[config.mk]
export PLATFORM = sky130hd
export DESIGN_NAME = parking_occupancy_ctrl_flat
export DESIGN_NICKNAME = d
export VERILOG_FILES = /design/src/rtl/parking_pkg.sv /design/src/rtl/parking_occupancy_ctrl_if.sv /design/src/rtl/parking_occupancy_ctrl_gate_timer.sv /design/src/rtl/parking_occupancy_ctrl.sv /design/src/flat_wrapper.sv
export SDC_FILE = /design/constraint.sdc
export NUM_CORES = 1
export LEC_CHECK = 0
export ABC_AREA = 1
export BUFFER_PORTS_ARGS = -buffer_cell sky130_fd_sc_hd__buf_4
export CAP_MARGIN = 30
export CORE_MARGIN = 2
export CORE_UTILIZATION = 51
export CTS_BUF_LIST = sky130_fd_sc_hd__clkbuf_4 sky130_fd_sc_hd__clkbuf_8
export CTS_CLUSTER_DIAMETER = 100
export DETAILED_ROUTE_END_ITERATION = 12
export HOLD_SLACK_MARGIN = 0.05
export PLACE_DENSITY_LB_ADDON = 0.1
export REMOVE_ABC_BUFFERS = 1
export SYNTH_ARGS = -nofsm -noshare
export SYNTH_HDL_FRONTEND = slang
export SYNTH_SLANG_ARGS = --single-unit
[constraint.sdc]
create_clock -name clk_1Hz -period 1.7 [get_ports clk_1Hz]
set_input_delay 0.17 -clock clk_1Hz [delete_from_list [all_inputs] [get_ports clk_1Hz]]
set_output_delay 0.17 -clock clk_1Hz [all_outputs]
set_load 0.01 [all_outputs]
[src/rtl/parking_pkg.sv]
// Shared types and defaults for the car-park gate/occupancy logic.
package parking_pkg;

    typedef enum logic [1:0] {
        IDLE,
        ENTRY_OPEN,
        EXIT_OPEN,
        CLOSE
    } gate_state_t;

    localparam int unsigned PARK_CAPACITY    = 8;
    localparam int unsigned GATE_OPEN_CYCLES = 5;

    // Bits needed to hold 0..cap inclusive.
    function automatic int unsigned count_w(input int unsigned cap);
        return $clog2(cap + 1);
    endfunction

endpackage

[src/rtl/parking_occupancy_ctrl_if.sv]
// Sensor/actuator bundle between the occupancy controller and the lot.
// PARKING_DENY_STATS_EN adds stats_clr and deny_count.
interface parking_occupancy_ctrl_if #(
    parameter int unsigned COUNT_W = parking_pkg::count_w(parking_pkg::PARK_CAPACITY)
);
    logic               entry_req;
    logic               exit_req;
    logic               car_passed;
    logic               gate_open;
    logic [COUNT_W-1:0] count;
    logic               full_signal;
    logic               empty;
    logic               entry_denied;
`ifdef PARKING_DENY_STATS_EN
    logic               stats_clr;
    logic [7:0]         deny_count;

    modport master (
        input  entry_req, exit_req, car_passed, stats_clr,
        output gate_open, count, full_signal, empty, entry_denied, deny_count
    );
    modport slave (
        output entry_req, exit_req, car_passed, stats_clr,
        input  gate_open, count, full_signal, empty, entry_denied, deny_count
    );
`else
    modport master (
        input  entry_req, exit_req, car_passed,
        output gate_open, count, full_signal, empty, entry_denied
    );
    modport slave (
        output entry_req, exit_req, car_passed,
        input  gate_open, count, full_signal, empty, entry_denied
    );
`endif
endinterface

[src/rtl/parking_occupancy_ctrl_gate_timer.sv]
// Gate-open timer: cleared by start, counts while run, flags the last allowed open cycle.
module gate_timer #(
    parameter int unsigned GATE_OPEN_CYCLES = parking_pkg::GATE_OPEN_CYCLES
) (
    input  logic clk_1Hz,
    input  logic reset,
    input  logic start,
    input  logic run,
    output logic expired
);
    logic [3:0] timer_q, timer_d;

    assign expired = (timer_q == 4'(GATE_OPEN_CYCLES - 1));

    always_comb begin
        timer_d = timer_q;
        if (start) begin
            timer_d = 4'd0;
        end else if (run && !expired) begin
            timer_d = timer_q + 4'd1;
        end
    end

    always_ff @(posedge clk_1Hz) begin
        if (!reset) begin
            timer_q <= 4'd0;
        end else begin
            timer_q <= timer_d;
        end
    end

endmodule

[src/rtl/parking_occupancy_ctrl.sv]
// Single-gate entry/exit sequencer with occupancy count and full-indicator pulse.
// Optional PARKING_DENY_STATS_EN adds a saturating denied-entry counter.
module parking_occupancy_ctrl #(
    parameter int unsigned CAPACITY         = parking_pkg::PARK_CAPACITY,
    parameter int unsigned GATE_OPEN_CYCLES = parking_pkg::GATE_OPEN_CYCLES
) (
    input  logic                     clk_1Hz,
    input  logic                     reset,
    parking_occupancy_ctrl_if.master bus
);
    import parking_pkg::*;

    localparam int unsigned COUNT_W = count_w(CAPACITY);
    localparam logic [COUNT_W-1:0] CapCnt    = COUNT_W'(CAPACITY);
    localparam logic [COUNT_W-1:0] CapCntM1  = COUNT_W'(CAPACITY - 1);
    localparam logic [COUNT_W-1:0] OneCnt    = COUNT_W'(1);

    gate_state_t        state_q, state_d;
    logic [COUNT_W-1:0] count_q, count_d;
    logic               gate_q, gate_d;
    logic               full_q, full_d;
    logic               denied_q, denied_d;
    logic               empty_q, empty_d;
    logic               timer_start, timer_run, timer_expired;

    gate_timer #(
        .GATE_OPEN_CYCLES(GATE_OPEN_CYCLES)
    ) u_gate_timer (
        .clk_1Hz(clk_1Hz),
        .reset  (reset),
        .start  (timer_start),
        .run    (timer_run),
        .expired(timer_expired)
    );

    always_comb begin
        state_d     = state_q;
        count_d     = count_q;
        gate_d      = gate_q;
        full_d      = 1'b0;
        denied_d    = 1'b0;
        timer_start = 1'b0;
        timer_run   = 1'b0;
        unique case (state_q)
            IDLE: begin
                if (bus.exit_req && (count_q != '0)) begin
                    state_d     = EXIT_OPEN;
                    gate_d      = 1'b1;
                    timer_start = 1'b1;
                end else if (bus.entry_req) begin
                    if (count_q < CapCnt) begin
                        state_d     = ENTRY_OPEN;
                        gate_d      = 1'b1;
                        timer_start = 1'b1;
                    end else if (!full_q) begin
                        // Gating on the previous pulse makes a held request alternate 1,0,1,0.
                        denied_d = 1'b1;
                        full_d   = 1'b1;
                    end
                end
            end
            ENTRY_OPEN: begin
                timer_run = 1'b1;
                if (bus.car_passed) begin
                    count_d = count_q + OneCnt;
                    full_d  = (count_q == CapCntM1);
                    gate_d  = 1'b0;
                    state_d = CLOSE;
                end else if (timer_expired) begin
                    gate_d  = 1'b0;
                    state_d = CLOSE;
                end
            end
            EXIT_OPEN: begin
                timer_run = 1'b1;
                if (bus.car_passed) begin
                    count_d = count_q - OneCnt;
                    gate_d  = 1'b0;
                    state_d = CLOSE;
                end else if (timer_expired) begin
                    gate_d  = 1'b0;
                    state_d = CLOSE;
                end
            end
            CLOSE: begin
                gate_d  = 1'b0;
                state_d = IDLE;
            end
            default: state_d = IDLE;
        endcase
        empty_d = (count_d == '0);
    end

    always_ff @(posedge clk_1Hz) begin
        if (!reset) begin
            state_q  <= IDLE;
            count_q  <= '0;
            gate_q   <= 1'b0;
            full_q   <= 1'b0;
            denied_q <= 1'b0;
            empty_q  <= 1'b1;
        end else begin
            state_q  <= state_d;
            count_q  <= count_d;
            gate_q   <= gate_d;
            full_q   <= full_d;
            denied_q <= denied_d;
            empty_q  <= empty_d;
        end
    end

    assign bus.gate_open    = gate_q;
    assign bus.count        = count_q;
    assign bus.full_signal  = full_q;
    assign bus.empty        = empty_q;
    assign bus.entry_denied = denied_q;

`ifdef PARKING_DENY_STATS_EN
    logic [7:0] deny_count_q, deny_count_d;

    always_comb begin
        deny_count_d = deny_count_q;
        if (bus.stats_clr) begin
            deny_count_d = 8'd0;
        end else if (denied_d && (deny_count_q != 8'hff)) begin
            deny_count_d = deny_count_q + 8'd1;
        end
    end

    always_ff @(posedge clk_1Hz) begin
        if (!reset) begin
            deny_count_q <= 8'd0;
        end else begin
            deny_count_q <= deny_count_d;
        end
    end

    assign bus.deny_count = deny_count_q;
`endif

    a_count_in_range: assert property (@(posedge clk_1Hz) disable iff (!reset)
        count_q <= CapCnt);

endmodule
[src/flat_wrapper.sv]
// flat-port wrapper written by rule: the top's interface ports become plain ports
module parking_occupancy_ctrl_flat import parking_pkg::*;
#(
    parameter int unsigned CAPACITY         = parking_pkg::PARK_CAPACITY,
    parameter int unsigned GATE_OPEN_CYCLES = parking_pkg::GATE_OPEN_CYCLES
)
  (clk_1Hz, reset, bus_entry_req, bus_exit_req, bus_car_passed, bus_gate_open, bus_count, bus_full_signal, bus_empty, bus_entry_denied);
  parking_occupancy_ctrl_if bus_i ();
  input  logic clk_1Hz;
  input  logic reset;
  input wire logic [$bits(bus_i.entry_req)-1:0] bus_entry_req;
  input wire logic [$bits(bus_i.exit_req)-1:0] bus_exit_req;
  input wire logic [$bits(bus_i.car_passed)-1:0] bus_car_passed;
  output wire logic [$bits(bus_i.gate_open)-1:0] bus_gate_open;
  output wire logic [$bits(bus_i.count)-1:0] bus_count;
  output wire logic [$bits(bus_i.full_signal)-1:0] bus_full_signal;
  output wire logic [$bits(bus_i.empty)-1:0] bus_empty;
  output wire logic [$bits(bus_i.entry_denied)-1:0] bus_entry_denied;
  assign bus_i.entry_req = bus_entry_req;
  assign bus_i.exit_req = bus_exit_req;
  assign bus_i.car_passed = bus_car_passed;
  assign bus_gate_open = bus_i.gate_open;
  assign bus_count = bus_i.count;
  assign bus_full_signal = bus_i.full_signal;
  assign bus_empty = bus_i.empty;
  assign bus_entry_denied = bus_i.entry_denied;
  parking_occupancy_ctrl #(.CAPACITY(CAPACITY), .GATE_OPEN_CYCLES(GATE_OPEN_CYCLES)) u_core (.clk_1Hz(clk_1Hz), .reset(reset), .bus(bus_i));
endmodule
== After elaboration in Yosys (flattened, before gate mapping) ==
Cells that the tools add are included.
Widths: inputs -> output; s select.

* $add $sub $neg: 3
* $mul: 0
* Divide/modulo/power cells: 0
* Magnitude comparators: 1
* Equality and inequality tests: 8
* Shift-type cells: 0
* Multiplexer cells: 26
* Bitwise operators: 1
* Reduce and logical (&&, ||, !) cells: 10

{| class="wikitable"
|+ Operators with widths
! cell !! number
|-
| $mux 1 || 15
|-
| $mux 2 || 5
|-
| $add 4x1->4 const B || 2
|-
| $eq 4x3->1 const B || 2
|-
| $mux 4 || 2
|-
| $pmux 4 s2 || 1
|-
| $ne 3x1->1 const B || 2
|-
| $pmux 2 s3 || 1
|-
| $eq 2x2->1 const B || 2
|-
| $logic_not 4->1 || 1
|-
| $lt 4x4->1 const B || 1
|-
| $reduce_bool 4->1 || 1
|-
| $reduce_or 2->1 || 2
|-
| $sub 4x1->4 const B || 1
|-
| $ne 3x2->1 const B || 1
|-
| $pmux 1 s3 || 1
|-
| $reduce_and 3->1 || 1
|-
| $eq 2x1->1 const B || 1
|-
| $logic_and 1x1->1 || 2
|-
| $logic_not 2->1 || 1
|-
| $pmux 1 s2 || 1
|-
| $reduce_and 2->1 || 1
|-
| $logic_not 1->1 || 1
|-
| $not 1->1 || 1
|}

* Flip-flop bits (word level): 14
* Bits in latches: 0
* RAM bits: 0
* ROM bits: 0
* Input port bits: 5
* Output and inout port bits: 8
* Word-level logic and storage cells: 56
* Memories: 0

== Longest topological paths before layout ==
Gate-level depths: netlist of run 1.

* Depth after elaboration: 6
* Depth in mapped cells: 13
* Mapped depth without buffers: 12

== Cells and area by module ==
Synthesis of run 1 repeated with hierarchy kept, for this count alone.

* Cells, all modules: 137
* Area total of the unflattened synthesis: 899.6 um^2

{| class="wikitable"
|+ By module, submodules not included
! module !! instances !! cells an instance !! area an instance (um^2) !! sequential area each (um^2)
|-
| parking_occupancy_ctrl || 1 || 100 || 653.1 || 200.2
|-
| gate_timer || 1 || 37 || 246.5 || 80.1
|}

== Worst setup path after synthesis of run 1 ==
OpenSTA, ideal clock, no wires.

* Kind: reg2reg
* Start: register u_core.state_q[0]
* End: register u_core.empty_q (netlist: u_core.bus.empty)
* Library setup time: 109 ps
* Arrival: 1316 ps
* Data required time: 1591 ps
* Setup slack: 275 ps
* Stages on the path, launching flop included: 14
* Path buffers: 1
* Clock period less this slack: 1425 ps
* Cell sequence: dfxtp_1 -> inv_1 -> ha_1 -> buf_6 -> nand2_2 -> inv_2 -> nor2_1 -> nand2_1 -> nand2_1 -> nand2_1 -> nand2_1 -> nor2_1 -> nand2_1 -> inv_1

* Longest elaborated chain between the ends: 3
* Elaborated cells on any way between the ends: 4
* Classes of those cells: eq/ne: 2; mux: 1; reduce/logical: 1

{| class="wikitable"
|+ RTL lines
! item !! RTL line !! text
|-
| start: declaration || parking_occupancy_ctrl.sv:18 || <nowiki>gate_state_t state_q, state_d;</nowiki>
|-
| start signal: assignment || parking_occupancy_ctrl.sv:103 || <nowiki>state_q <= state_d;</nowiki>
|-
| $eq 2x2->1 or $eq 2x1->1 (tied branches) || parking_occupancy_ctrl.sv:44 || <nowiki>unique case (state_q)</nowiki>
|-
| $pmux 4 s2 * || parking_occupancy_ctrl.sv:44 ||
|-
| $logic_not 4->1 * || parking_occupancy_ctrl.sv:91 || <nowiki>empty_d = (count_d == '0);</nowiki>
|-
| end signal: assignment || parking_occupancy_ctrl.sv:108 || <nowiki>empty_q <= empty_d;</nowiki>
|-
| end: declaration || parking_occupancy_ctrl.sv:23 || <nowiki>logic empty_q, empty_d;</nowiki>
|}

Mark *: on every way between the ends. The rest lies on a longest branch, timed or not.
A chain may end at the register's enable or synchronous reset.

== Worst setup path after layout of run 1 ==
Ends and elaborated chain as after synthesis.

==> results of run 1 <==
-- layer usage --
layer | routed length [um] | up-vias | global-route usage (%)
met4 | 10 | 0 | 2.86
met3 | 84 | 2 | 5.95
li1 | - | 446 | -
met5 | 0 | - | 0
met1 | 859 | 379 | 27.3
met2 | 940 | 21 | 34.6
-- flip-flops by register name, summed over array words and instances, names as in the netlist --
signal	flops
u_core.bus.count	4
u_core.u_gate_timer.timer_q	4
u_core.state_q	2
u_core.bus.empty	1
u_core.bus.entry_denied	1
u_core.bus.full_signal	1
u_core.bus.gate_open	1
-- placed cells by master (no fill, tap or decap), drive strengths merged --
cell type  instances
ha                 8
a21oi              5
inv               23
o22ai              1
a31oi              1
xor2               3
nand3             12
nand2             45
o21ai              3
dfxtp             14
clkbuf             3
clkinv             1
nor2              17
nand4              1
nand3b             1
buf               12
-- tightest hold or removal path: cells and delay by family --
family | cells | cell delay (ps)
buffers and inverters | 2 | 170
and+or+nand+nor | 1 | 90
-- power by group through the flow --
stage	logic, W	registers (W)	clock network, W
6_report	0.000916	0.000486	0.000181
5_1_grt	0.00105	0.000497	0.000201
4_1_cts	0.000882	0.000487	0.000188
3_5_place_dp	0.000877	0.000495	0
3_3_place_gp	0.000860	0.000490	0
2_1_floorplan	0.000644	0.000499	0
-- area by class of cell --
| class | count | area (um2) | area share (%) |
|---|---|---|---|
| inverter | 24 | 90.1 | 8.81 |
| timing repair buffer | 12 | 90.1 | 8.81 |
| tap | 17 | 21.3 | 2.08 |
| clock buffer | 3 | 22.5 | 2.20 |
| multi-input combinational | 97 | 518 | 50.7 |
| sequential | 14 | 280 | 27.4 |
-- kinds of logic after synthesis --
logic type,count (synthesis),synth area share (%)
buffers and inverters,25,11.4
DFF,14,31.6
adders and majority gates,8,11.3
xor gates and xnor gates,3,2.96
AOI/OAI and AO/OA,10,5.92
and+or+nand+nor,76,36.8
-- how the worst max path moves through the flow --
stage	slack, ps	start	end	cells after the start
4_1_cts	40	u_core.state_q[1]	u_core.bus.empty	11
5_1_grt	50	u_core.bus.count[0]	u_core.bus.empty	11
6_report	220	u_core.state_q[0]	u_core.bus.empty	11
3_3_place_gp	100	u_core.state_q[1]	u_core.bus.empty	11
3_5_place_dp	40	u_core.state_q[0]	u_core.bus.empty	11
2_1_floorplan	260	u_core.state_q[0]	u_core.bus.empty	11
-- through the flow --
| stage | hold WS [ps] | power, W | worst slack (ps) | instances |
|---|---|---|---|---|
| 2_1_floorplan | 286 | 0.00114 | 258 | 135 |
| 3_3_place_gp | 454 | 0.00135 | 96.5 | 164 |
| 3_5_place_dp | 466 | 0.00137 | 43.3 | 164 |
| 4_1_cts | 176 | 0.00156 | 35.5 | 167 |
| 5_1_grt | 191 | 0.00175 | 45.7 | 167 |
| 6_report | 185 | 0.00158 | 224 | 167 |
==> results_dict.tcl, run 1 <==
set metrics [dict create \
    status "complete, no violations" \
    drtIter0Drc 15 \
    cts_resized 0 \
    crit_path_end_kind "flop" \
    clockPowerShare_pct 11.4 \
    place_area_um2 987 \
    combinationalPowerShare_pct 57.8 \
    critPathSlowestCell "dfxtp_1" \
    drc 0 \
    maxCapViolations 0 \
    synth_top_cell_by_area "dfxtp_1" \
    die_w_um 45.7 \
    dp_hpwl_um 1520 \
    max_freq_mhz 677 \
    seqPwrFrac_pct 30.7 \
    grt_setup_unrepaired "no" \
    post-synth-top-count-cell "nand2_1" \
    area_growth_pct 15.2 \
    hold_end "u_core.bus.count[1]" \
    finalMaxSlewViolations 0 \
    min_period_ps 1480 \
    grt_pass1_vias 745 \
    arrival_ps 1660 \
    clock_sinks 14 \
    tritoncts "yes" \
    slowest_delay_ps 360 \
    antenna_found_initial 0 \
    synth.area.top_cells "dfxtp_1, nand2_1, ha_1" \
    criticalPathCategory "flop to flop" \
    synth_top_area_share_pct 31.6 \
    cp-start-kind "flop" \
    vias 848 \
    r2r_slack_ps 220 \
    p_sw_w 0.000722 \
    gr-total-overflow 0 \
    maxSlewHeadroom_pct 82.4 \
    finalHoldViolations 0 \
    ys_seq_area_share_pct 31.6 \
    critical-path-top-delay-family "simple AND/OR/NAND/NOR gates" \
    hold_class "input pin to flop" \
    switching_share_pct 45.6 \
    routed_via_density 5.08 \
    cp_num_buf_inv 3 \
    worstMarginPinSlew_ps 264 \
    pin_count 13 \
    ctsHoldBuffers 0 \
    cts_htree_levels 1 \
    final_layout_size_suffix_gt1_share_pct 18.7 \
    timing.rr.start "u_core.state_q[0]" \
    ant_nets 0 \
    insertedDiodeCount 0 \
    min_from "reset" \
    synth_area_um2 887 \
    port_buffers 12 \
    clock_tree.root_cell "clkbuf_4" \
    grt_pass1_wl_um 3150 \
    p_int_w 0.000861 \
    gp_congestion 0.833 \
    synthDistinctLibCells 19 \
    dieArea_mm2 0.00209 \
    clk_latency_ps 270 \
    fin_worst_skew_ps 2.59 \
    fp-row-count 15 \
    fin_nets 165 \
    cts.clk_slew.worst_paths_ps 80 \
    clockBufferDepth 2 \
    vdd_drop_max_mv 0.777 \
    timing.rr.end "u_core.bus.empty" \
    synth_commonest_cells "nand2_1, inv_1, nor2_1" \
    worst_path_most_repeated_cell "nand2_1" \
    yosysWarnings 0 \
    ys.flop_type "dfxtp_1" \
    synth_edf_count 0 \
    post_cts_buffers 0 \
    core-area_mm2 0.00169 \
    fillers 170 \
    syn_avg_cell_area_um2 6.52 \
    holdPathStages 3 \
    wire_per_inst_um 11.3 \
    p_leak_nw 0.533 \
    finalInstanceArea_mm2 0.00102 \
    cp_cell_sequence "inv_1 -> ha_4 -> nand2_2 -> inv_2 -> nand2_1 -> nand2_1 -> nand2_1 -> nor2_2 -> nor2_1 -> nand2_1 -> inv_1" \
    power.density_mw_per_mm2 1550 \
    numCtsBuffers 3 \
    routed_wirelength_um 1890 \
    finish.utilization_pct 60.5 \
    period_share_pct 86.8 \
    track_usage_pct 20.8 \
    syn_inst 136 \
    initial_utilization_pct 52.5 \
    worst-r2r-cell-count 11 \
    grt_max_degree 10 \
    synth-seq-cells 14 \
    crit_fanout 9 \
    timing.setup.tns_ps 0 \
    die_y_um 45.7 \
    crit_required_ps 1880 \
    postSynth.asyncResetShare_pct 0 \
    first_pass_iters 4 \
    setup_viol 0 \
]
(Power assumes the default switching activity.)
==> run 2, diff against run 1 <==
Clock period 1.7 ns to 1.4 ns, I/O delays scaled along.
==> run 2 against run 1 <==
Effect of this change:
- final area increased by 17%
- utilization increased by 10 points
- sequential share of layout area decreased by 3.4 points
- critical path depth increased by 1
- die area unchanged
- critical path type unchanged
- cell count increased by 9.0%
- largest cell class unchanged
- first-iteration DRC count increased by 20%
- register-to-register slack got worse by 170 ps
- setup slack got worse by 170 ps
- combinational power increased by 64%
- non-clock buffer count increased by 15
==> results_dict.tcl, run 2 (synthesis results as in run 1) <==
set metrics [dict create \
    grt_max_degree 8 \
    r2r_slack_ps 60 \
    clockPowerShare_pct 10.0 \
    multi_input_area_um2 553 \
    fillers 144 \
    dieArea_mm2 0.00209 \
    critPathSlowestCell "dfxtp_2" \
    cp-endpoint "u_core.bus.empty" \
    area_growth_pct 34.3 \
    worst-r2r-cell-count 12 \
    clock_sinks 14 \
    dp_hpwl_um 1600 \
    criticalPathCategory "flop to flop" \
    fin_nets 180 \
    numCtsBuffers 3 \
    port_buffers 12 \
    grt_setup_unrepaired "yes" \
    vias 912 \
    setup_viol 0 \
    fin_worst_skew_ps 3.59 \
    finalInstanceArea_mm2 0.00119 \
    max_freq_mhz 744 \
    crit_start "u_core.state_q[1]" \
    final_cell_mix "nand2_1, buf_4, nor2_1, inv_1, nand3_1" \
    ctsHoldBuffers 0 \
    clk_latency_ps 280 \
    worstMarginPinSlew_ps 232 \
    cp-start-kind "flop" \
    wl_met1_um 924 \
    status "complete, no violations" \
    period_share_pct 96.0 \
    p_leak_nw 0.621 \
    clockBufferDepth 2 \
    cts_htree_levels 1 \
    gr-total-overflow 0 \
    finalHoldViolations 0 \
    antenna_found_initial 0 \
    wire_per_inst_um 11.4 \
    grt_pass1_wl_um 3280 \
    crit_path_end_kind "flop" \
    fp-row-count 15 \
    ant_nets 0 \
    slowest_delay_ps 340 \
    min_period_ps 1340 \
    maxSlewHeadroom_pct 84.5 \
    layout_commonest_cell "nand2_1" \
    drtIter0Drc 18 \
    power.density_mw_per_mm2 1940 \
    crit_fanout 7 \
    wl_met3_um 105 \
    final_layout_size_suffix_gt1_share_pct 34.5 \
    routed_wirelength_um 2080 \
    first_pass_iters 4 \
    met2_length_um 1040 \
    arrival_ps 1580 \
    combinationalPowerShare_pct 64.9 \
    top_layer "met4" \
    vdd_drop_max_mv 1.00 \
    timing.rr.end "u_core.bus.empty" \
    crit_required_ps 1640 \
    cp_cell_sequence "inv_2 -> ha_4 -> nand2_4 -> inv_2 -> nor2_1 -> nand2_1 -> nand2_1 -> nand2_2 -> nand2_1 -> nor2_1 -> nand2_1 -> inv_1" \
    switching_share_pct 43.3 \
    finish.utilization_pct 70.5 \
    track_usage_pct 22.2 \
    die_y_um 45.7 \
    p_sw_w 0.00100 \
    gp_congestion 0.812 \
    timing.rr.start "u_core.state_q[1]" \
    cts.clk_slew.worst_paths_ps 80 \
    hold_class "input pin to flop" \
    place_area_mm2 0.00110 \
    worst_path_most_repeated_cell "nand2_1" \
    register_area_um2 287 \
    finalMaxSlewViolations 0 \
    die_w_um 45.7 \
    insertedDiodeCount 0 \
    seqPwrFrac_pct 25.1 \
    routed_via_density 5.01 \
    drc 0 \
    tritoncts "yes" \
    p_int_w 0.00131 \
    pin_count 13 \
    maxCapViolations 0 \
    grt_pass1_vias 793 \
    initial_utilization_pct 52.5 \
    core-area_mm2 0.00169 \
    clock_tree.root_cell "clkbuf_4" \
]
[run 2: how the worst min path moves through the flow]
stage | startpoint | endpoint | slack, ps | cells past startpoint
after floorplan | reset | u_core.bus.count[1] | 260 | 2
after global placement | reset | u_core.state_q[1] | 430 | 3
after detailed placement | reset | u_core.state_q[1] | 450 | 3
after CTS | reset | u_core.state_q[1] | 150 | 3
after global routing | reset | u_core.state_q[1] | 140 | 3
final | reset | u_core.state_q[1] | 150 | 3
[run 2: worst max-delay path, delay by kind of cell, from the launching register on]
kind | cells | cell delay (ps)
AND/OR/NAND/NOR | 8 | 490
flip-flops | 1 | 340
adder cells (fa/ha/maj) | 1 | 310
buffers and inverters | 3 | 150
[run 2: stage by stage]
step	setup TNS [ps]	power, W	std cells	hold slack, ps	setup WS [ps]
final	0	0.00231	182	152	56.1
after global routing	-70.9	0.00252	182	139	-48.3
after CTS	0	0.00222	181	146	4.80
after detailed placement	-401	0.00193	178	453	-118
after global placement	-138	0.00189	178	435	-72.5
after floorplan	-41.5	0.00139	135	256	-41.5
[run 2: per-layer routing]
layer	track usage (%)	up-vias
met5	0	-
met4	5.14	0
met3	7.54	2
met2	38.3	24
met1	26.3	409
li1	-	477
[run 2: final cells by class]
type,count,area share (%)
clock buffer,3,1.89
timing repair buffer,27,18.1
multi-input combinational,97,46.4
tap,17,1.79
inverter,24,7.77
sequential,14,24.1
[run 2: power by group through the flow]
stage	logic (W)	clock network, W	registers, W
2_1_floorplan	0.000782	0	0.000606
3_3_place_gp	0.00132	0	0.000571
3_5_place_dp	0.00135	0	0.000573
4_1_cts	0.00141	0.000240	0.000566
5_1_grt	0.00167	0.000261	0.000593
6_report	0.00150	0.000232	0.000580
[run 2: repair_timing]
item                       CTS  global route
setup endpoints to repair    8            10
buffers inserted             0             1
pin swaps                    0             3
gates resized for setup      7            13
==> run 3, diff against run 2 <==
Clock period 1.4 ns to 1.73 ns, I/O delays scaled along.
==> run 3 against run 2 <==
Effect of this change:
- clock power increased by 3%
- die area unchanged
- non-clock buffer count decreased by 15
- setup slack improved by 180 ps
- clock skew increased by 3.1 ps
- critical endpoint unchanged
- sequential share of layout area increased by 3.0 points
- sequential power decreased by 18%
- routed wire length decreased by 5.7%
- clock-buffer cell count increased by 1
- largest power group unchanged
- global-route usage decreased by 0.92 points
- sequential cell count unchanged
- combinational power decreased by 39%
==> results_dict.tcl, run 3 (synthesis results as in run 1) <==
set metrics [dict create \
    ant_nets 0 \
    clock_tree.root_cell "clkbuf_4" \
    first_pass_iters 4 \
    dieArea_mm2 0.00209 \
    max_freq_mhz 669 \
    power.density_mw_per_mm2 1570 \
    layout_commonest_cell "nand2_1" \
    drc 0 \
    insertedDiodeCount 0 \
    routed_via_density 5.01 \
    grt_pass1_wl_um 3150 \
    crit_fanout 9 \
    final_cell_mix "nand2_1, inv_1, nor2_1, dfxtp_1, buf_4" \
    finalHoldViolations 0 \
    criticalPathCategory "flop to flop" \
    critPathSlowestCell "dfxtp_1" \
    p_leak_nw 0.540 \
    initial_utilization_pct 52.5 \
    fp-row-count 15 \
    pin_count 13 \
    grt_pass1_vias 762 \
    fin_worst_skew_ps 6.71 \
    slowest_delay_ps 370 \
    area_growth_pct 16.8 \
    top_usage_layer "met2" \
    worstMarginPinSlew_ps 257 \
    crit_required_ps 1910 \
    wire_per_inst_um 11.7 \
    status "complete, no violations" \
    grt_max_degree 10 \
    routed_wirelength_um 1960 \
    vdd_drop_max_mv 0.772 \
    fillers 161 \
    timing.setup.tns_ps 0 \
    maxCapViolations 0 \
    cts_htree_levels 1 \
    clock_sinks 14 \
    dp.cells 164 \
    tritoncts "yes" \
    setup_viol 0 \
    gr-total-overflow 0 \
    place_area_um2 987 \
    clockBufferDepth 2 \
    min_period_ps 1490 \
    antenna_found_initial 0 \
    holdPathStages 3 \
    hold_class "input pin to flop" \
    grt_setup_unrepaired "no" \
    cp-start-kind "flop" \
    cp_cell_sequence "inv_1 -> ha_4 -> nand2_2 -> inv_2 -> nand2_1 -> nand2_1 -> nand2_1 -> nor2_2 -> nor2_1 -> nand2_1 -> inv_1" \
    cts.clk_slew.worst_paths_ps 90 \
    core-area_mm2 0.00169 \
    drtIter0Drc 21 \
    die_w_um 45.7 \
    finalInstanceArea_mm2 0.00104 \
    period_share_pct 86.3 \
    die_y_um 45.7 \
    crit_path_end_kind "flop" \
    vias 841 \
    finish.utilization_pct 61.3 \
    post_cts_buffers 0 \
    worst_path_most_repeated_cell "nand2_1" \
    track_usage_pct 21.2 \
    min_from "reset" \
    clk_latency_ps 280 \
    finalMaxSlewViolations 0 \
    use_met2_pct 33.0 \
    arrival_ps 1680 \
    r2r_slack_ps 240 \
    timing.rr.start "u_core.state_q[1]" \
    crit_start "u_core.state_q[1]" \
    numCtsBuffers 3 \
    fin_nets 165 \
    maxSlewHeadroom_pct 82.8 \
    place_ws_ps 78.4 \
    dp_hpwl_um 1510 \
    met3_usage_pct 5.95 \
    worst_slack_ps 236 \
    use_met1_pct 27.4 \
    stdcell_count 168 \
    final_layout_size_suffix_gt1_share_pct 19.2 \
    port_buffers 12 \
    worst-r2r-cell-count 11 \
    gp_congestion 0.833 \
]
==> run 3: changes by cell type in the layout (fill, tap and decap cells not counted), sizes merged <==
cell    change
clkbuf      +1
buf        -15
==> run 3: cell type report <==
cell class | count | area [um2] | share of cell area [%]
Sequential cell | 14 | 280 | 27.1
Clock buffer | 4 | 36.3 | 3.50
Timing Repair Buffer | 12 | 90.1 | 8.70
Inverter | 24 | 90.1 | 8.70
Multi-Input combinational cell | 97 | 518 | 50.0
Tap cell | 17 | 21.3 | 2.05
==> run 3: metrics by stage <==
| stage | hold slack, ps | total power, W |
|---|---|---|
| 2_1_floorplan | 289 | 0.00112 |
| 4_1_cts | 181 | 0.00159 |
| 5_1_grt | 189 | 0.00179 |
| 6_report | 185 | 0.00162 |
| 3_3_place_gp | 457 | 0.00133 |
| 3_5_place_dp | 464 | 0.00134 |
==> run 3: report_power, final <==
part | internal, W | switching (W)
combinational | 0.000363 | 0.000549
sequential | 0.000402 | 0.0000715
clock | 0.000128 | 0.000111
total | 0.000893 | 0.000732
==> run 3: path summary, 6_finish.rpt <==
path | to
worst min register to register | u_core.bus.gate_open
worst max register to register | u_core.bus.empty
worst max-delay path | u_core.bus.empty
worst min-delay path | u_core.bus.count[1]
==> run 3: timing repair <==
| item | CTS | global route |
|---|---|---|
| gates resized for setup | 0 | 2 |
| endpoints found under the setup margin | 0 | 1 |
| hold buffers | 0 | 0 |
==> run 3: critical path: cells and delay by family, from the launching register on <==
| family | cells | cell delay [ps] |
|---|---|---|
| buf+inv | 3 | 210 |
| flops | 1 | 370 |
| simple gates | 7 | 480 |
| fa+ha+maj | 1 | 340 |
==> run 3: per-layer routing <==
layer | up-vias | wire length, um
met2 | 18 | 910
li1 | 447 | -
met1 | 372 | 945
met3 | 4 | 69
met5 | - | 0
met4 | 0 | 35
